File: src/rtl/clk_rst_seq_pkg.sv
// Shared types and constants for the clock/reset bring-up sequencer.
package clk_rst_seq_pkg;

  typedef enum logic [2:0] {
    PRST,
    WAIT_LOCK,
    STABLE,
    CLK_ON,
    RUN
  } state_t;

  localparam int RELOCK_W = 8;

  function automatic int max_of4(input int a, input int b, input int c, input int d);
    int m;
    m = a;
    if (b > m) m = b;
    if (c > m) m = c;
    if (d > m) m = d;
    return m;
  endfunction

endpackage

File: src/rtl/sync2.sv
// Generic two-flop synchronizer; both flops clear asynchronously on rst_n.
module sync2 (
  input  logic clk,
  input  logic rst_n,
  input  logic d,
  output logic q
);

  logic meta;

  always_ff @(posedge clk or negedge rst_n) begin
    if (!rst_n) begin
      meta <= 1'b0;
      q    <= 1'b0;
    end else begin
      meta <= d;
      q    <= meta;
    end
  end

endmodule

File: src/rtl/clk_rst_seq.sv
// PLL reset / lock qualification / DDR clock enable / core reset release sequencer.
// Runs on the board reference clock so it keeps working while the PLL is unlocked.
module clk_rst_seq
  import clk_rst_seq_pkg::*;
#(
  parameter int PLL_RST_CYCLES = 16,
  parameter int LOCK_TIMEOUT   = 65536,
  parameter int STABLE_CYCLES  = 1024,
  parameter int INIT_DELAY     = 5000
) (
  input  logic                clk,
  input  logic                rst_n,
  input  logic                pll_locked,
  output logic                pll_areset,
  output logic                ddr_clk_en,
  output logic                core_rst_n,
  output logic                ready,
  output logic [RELOCK_W-1:0] relock_cnt
);

  localparam int CNT_MAX = max_of4(PLL_RST_CYCLES, LOCK_TIMEOUT, STABLE_CYCLES, INIT_DELAY);
  localparam int CNT_W   = $clog2(CNT_MAX) + 1;

  localparam logic [CNT_W-1:0] PRST_LAST   = CNT_W'(PLL_RST_CYCLES - 1);
  localparam logic [CNT_W-1:0] WAIT_LAST   = CNT_W'(LOCK_TIMEOUT - 1);
  localparam logic [CNT_W-1:0] STABLE_LAST = CNT_W'(STABLE_CYCLES - 1);
  localparam logic [CNT_W-1:0] INIT_LAST   = CNT_W'(INIT_DELAY - 1);

  logic rst_sync_n;
  logic lk_s;

  sync2 u_rst_sync (
    .clk   (clk),
    .rst_n (rst_n),
    .d     (1'b1),
    .q     (rst_sync_n)
  );

  sync2 u_lock_sync (
    .clk   (clk),
    .rst_n (rst_n),
    .d     (pll_locked),
    .q     (lk_s)
  );

  state_t               state, state_next;
  logic [CNT_W-1:0]     cnt, cnt_next;
  logic [RELOCK_W-1:0]  relock_next;
  logic                 pll_areset_next, ddr_clk_en_next, core_rst_n_next, ready_next;

  always_comb begin
    state_next  = state;
    cnt_next    = cnt + 1'b1;
    relock_next = relock_cnt;
    case (state)
      PRST: begin
        if (cnt == PRST_LAST) begin
          state_next = WAIT_LOCK;
          cnt_next   = '0;
        end
      end
      WAIT_LOCK: begin
        if (lk_s) begin
          state_next = STABLE;
          cnt_next   = '0;
        end else if (cnt == WAIT_LAST) begin
          state_next = PRST;
          cnt_next   = '0;
        end
      end
      STABLE: begin
        // a single unlocked sample restarts the qualification window
        if (!lk_s) begin
          state_next = WAIT_LOCK;
          cnt_next   = '0;
        end else if (cnt == STABLE_LAST) begin
          state_next = CLK_ON;
          cnt_next   = '0;
        end
      end
      CLK_ON: begin
        if (!lk_s) begin
          state_next = PRST;
          cnt_next   = '0;
        end else if (cnt == INIT_LAST) begin
          state_next = RUN;
          cnt_next   = '0;
        end
      end
      RUN: begin
        cnt_next = '0;
        if (!lk_s) begin
          state_next = PRST;
          if (relock_cnt != '1) relock_next = relock_cnt + 1'b1;
        end
      end
      default: begin
        state_next = PRST;
        cnt_next   = '0;
      end
    endcase

    // outputs are registered from the next state so they move on the same edge as the state
    pll_areset_next = (state_next == PRST);
    ddr_clk_en_next = (state_next == CLK_ON) || (state_next == RUN);
    core_rst_n_next = (state_next == RUN);
    ready_next      = (state_next == RUN);
  end

  always_ff @(posedge clk or negedge rst_n) begin
    if (!rst_n) begin
      state      <= PRST;
      cnt        <= '0;
      pll_areset <= 1'b1;
      ddr_clk_en <= 1'b0;
      core_rst_n <= 1'b0;
      ready      <= 1'b0;
      relock_cnt <= '0;
    end else if (!rst_sync_n) begin
      state      <= PRST;
      cnt        <= '0;
      pll_areset <= 1'b1;
      ddr_clk_en <= 1'b0;
      core_rst_n <= 1'b0;
      ready      <= 1'b0;
      relock_cnt <= '0;
    end else begin
      state      <= state_next;
      cnt        <= cnt_next;
      pll_areset <= pll_areset_next;
      ddr_clk_en <= ddr_clk_en_next;
      core_rst_n <= core_rst_n_next;
      ready      <= ready_next;
      relock_cnt <= relock_next;
    end
  end

endmodule

File: config.mk
export PLATFORM = sky130hd
export DESIGN_NAME = clk_rst_seq
export DESIGN_NICKNAME = d
export VERILOG_FILES = /design/src/rtl/clk_rst_seq_pkg.sv /design/src/rtl/sync2.sv /design/src/rtl/clk_rst_seq.sv
export SDC_FILE = /design/constraint.sdc
export NUM_CORES = 1
export LEC_CHECK = 0
export ABC_CLOCK_PERIOD_IN_PS = 3400
export BUFFER_PORTS_ARGS = -buffer_cell sky130_fd_sc_hd__buf_2
export CAP_MARGIN = 20
export CORE_MARGIN = 2
export CORE_UTILIZATION = 55
export DETAILED_ROUTE_END_ITERATION = 10
export PLACE_DENSITY = 0.72
export SETUP_SLACK_MARGIN = 0.2
export SYNTH_ARGS = -nofsm -noshare
export SYNTH_HDL_FRONTEND = slang
export SYNTH_SLANG_ARGS = --single-unit
File: constraint.sdc
create_clock -name clk -period 3.4 [get_ports clk]
set_input_delay 0.68 -clock clk [delete_from_list [all_inputs] [get_ports clk]]
set_output_delay 0.68 -clock clk [all_outputs]
set_load 0.01 [all_outputs]
==> results.md <==
* Slowest cell on crit path: or4_1
* Via density at 5.79
* Width of the die at 63.1 um
* Largest net degree at the start of global routing at 36
* Die height at 63.1 um
* Core ar. at 0.00334 mm2
* Max Cap Viol at 0
* WL met2 at 1650 um
* Rows at 21
* Htree depth at 2
* Asr flop ratio synth at 100%
* Outcome: complete, no violations
* TritonCTS Buffers at 5
* Cts hold-fix bufs at 0
* Cells after Synth at 184
* Total GRT Usage at 20.0%
* Fin. Hold Viols at 0
* Yosys cell types at 47
* Critical path origin: cnt[0]$_DFF_PN0_
* P&R area growth vs syn at 6.39%
* Worst slew margin at 50.8%
* Total Power at 708 uW
* Initial Util at 57.5%
* Via count at 1385
* Worst EP arrival at 2900 ps
* EDFF count, synth at 0
* Syn Area/Cell at 10.4 um2
* Crit path capture type: register
* Worst r2r src: cnt[0]$_DFF_PN0_
* Placed inst area at 0.00197 mm2
* DRC Markers at 0
* Syn nets at 191
* Fin Setup TNS at 0 ps
* Yosys warnings at 0
* Min-delay src: u_rst_sync.meta$_DFF_PN0_
* Worst Setup Start Kind: register
* PwrDens at 347 mW/mm2
* Buf+Inv Stages, Crit Path at 1
* Met3 WL at 130 um
* CP dominant cell by count: ha_1
* Global route total overflow at 0
* Worst-Skew Late Latency at 350 ps
* Top layer in use: met4
* M1 wire length at 1600 um
* Setup violations, final at 0
* Max incr delay on CP at 760 ps
* Max clock buf depth at 2
* Max-slew violation count at 0
* Worst Path Class, Setup: reg2reg
* Mapped cell area at 0.00192 mm2
* FF+latch count, synth at 35
* Final clock skew at 9.62 ps
* Iter 0 DRT Violations at 53
* Placer Congestion at 0.807
* Vias in the first global route at 1284
* CTS tree: done
* Post-route cell area at 0.00204 mm2
* Antenna-violating nets left at 0
* CTS root buf: clkbuf_4
* Worst slew pin tran at 738 ps
* Seq/Total Area, Yosys at 45.7%
* WL final at 3430 um
* Worst-path cell chain: ha_1 > and2_1 > and4_1 > nand3_1 > inv_1 > ha_1 > or4_1 > a211oi_1
* Clock tree sinks at 35
* Post-CTS Setup Inserts at 0
* First-pass detailed-route iteration total at 4
* Clock slew at reported path FFs at 90 ps
* Post-CTS resize count at 0
* Fmax at 0.376 GHz
* Required time worst endpoint at 3640 ps
* N_diodes at 0
* Delay-heaviest family, CP: simple AND/OR/NAND/NOR gates
* Die area at 0.00398 mm2
* VDD IR max at 0.000198 V
* RSZ-0062 raised after global routing: no
* # nets final at 199
* Hold Crit Class: reg2reg
* Initial antenna violation count at 0
* Fin util at 61.2%
* Detailed placement HPWL at 2370 um
* Leak Pwr at 0.898 nW
* IO Count at 15
* Fin crit share at 78.2%
* Critical path fanouts, max at 16
* Most used flip-flop cell after synthesis: dfrtp_1
* Global-route wire length before repair at 6150 um
* Share of cells above drive strength 1 at 15.0%
* Routed wire per std cell at 14.3 um
* Min cycle time layout at 2660 ps
* Port Buf Inserts at 14
## worst reg2reg max path: stages (launching register included)
cell and delay, ps:
dfrtp_1 430, ha_1 260, and2_1 190, and4_1 220, nand3_1 110, inv_1 50
ha_1 180, or4_1 760, a211oi_1 350
## final timing paths
path                                              end  slack, ps  cells past startpoint
setup / recovery                     cnt[0]$_DFF_PN0_        740                      8
hold / removal                 u_rst_sync.q$_DFF_PN0_        360                      0
setup reg to reg                     cnt[0]$_DFF_PN0_        740                      8
hold reg to reg                u_rst_sync.q$_DFF_PN0_        360                      0
max in group asynchronous      u_rst_sync.q$_DFF_PN0_       2540                      1
min in group asynchronous  u_lock_sync.meta$_DFF_PN0_        390                      1
## synth_stat cells (all sizes together), types with 2 or more instances
library cell  number  share of area (%)
and4               4                1.8
and2               8                2.6
nand3             13                3.7
or3                2               0.65
buf                8                2.9
nor2b              2               0.65
or4b               2                1.2
clkbuf             5               0.98
nor3               3               0.78
nand2b             4                1.3
nand4              6                2.0
a211oi            16                6.3
ha                 4                2.6
nor2               5               0.98
and3               5                1.6
inv                2               0.39
xor2              14                6.4
o31ai              2               0.78
nor4               2                1.4
xnor2              7                3.2
dfrtp             34                 44
nand2             13                2.5
a21oi              5                1.3
## metal layers
metal / vias to the layer above / track usage [%]
li1: 682 / -
met1: 672 / 26.5
met2: 24 / 31.5
met3: 7 / 5.89
met4: 0 / 6.67
met5: - / 0
## sequential cells by signal, indices dropped and copies added, names as in the netlist
register,count
state,3
u_rst_sync.q,1
pll_areset,1
cnt,17
ready,1
u_rst_sync.meta,1
u_lock_sync.meta,1
relock_cnt,8
ddr_clk_en,1
u_lock_sync.q,1
## through the flow
step | std cells | worst slack (ps) | hold WS, ps
floorplan | 184 | 943 | 331
detailed placement | 231 | 766 | 338
CTS | 239 | 738 | 364
global route | 239 | 559 | 376
finish | 239 | 740 | 360
global placement | 231 | 847 | 334
## kinds of logic after synthesis
group | after synthesis | share of synthesized area, %
and+or+nand+nor | 76 | 24.5
DFF | 35 | 45.7
buffers and inverters | 15 | 4.24
other | 1 | 0.196
muxes | 1 | 0.522
AOI/OAI and AO/OA | 31 | 12.7
xor gates and xnor gates | 21 | 9.59
adders and majority gates | 4 | 2.61
## report_power, final
part	switching [mW]	internal [mW]
logic	0.0153	0.00549
clock network	0.137	0.122
registers	0.00740	0.421
## cell usage in the layout (no fill, tap or decap), drive strengths merged, types with 2 or more instances in the layout
cell,n
nor2,5
clkbuf,8
nor2b,2
dfrtp,34
nand3,13
a211oi,16
nand2,13
nor3,3
or3,2
xor2,14
or4b,2
nor4,2
o31ai,2
and3,5
inv,2
xnor2,7
nand4,6
buf,14
a21oi,5
and4,4
and2,8
ha,4
nand2b,4
## final cells by class
| class | instances | area (um2) |
|---|---|---|
| clock buffers | 8 | 68.8 |
| inverters | 2 | 7.51 |
| flip-flops and latches | 35 | 877 |
| multi-input cells | 134 | 960 |
| fillers | 286 | 1300 |
| well taps | 46 | 57.6 |
| repair buffers | 14 | 70.1 |
Note: power is estimated with default switching activity, not from simulation.
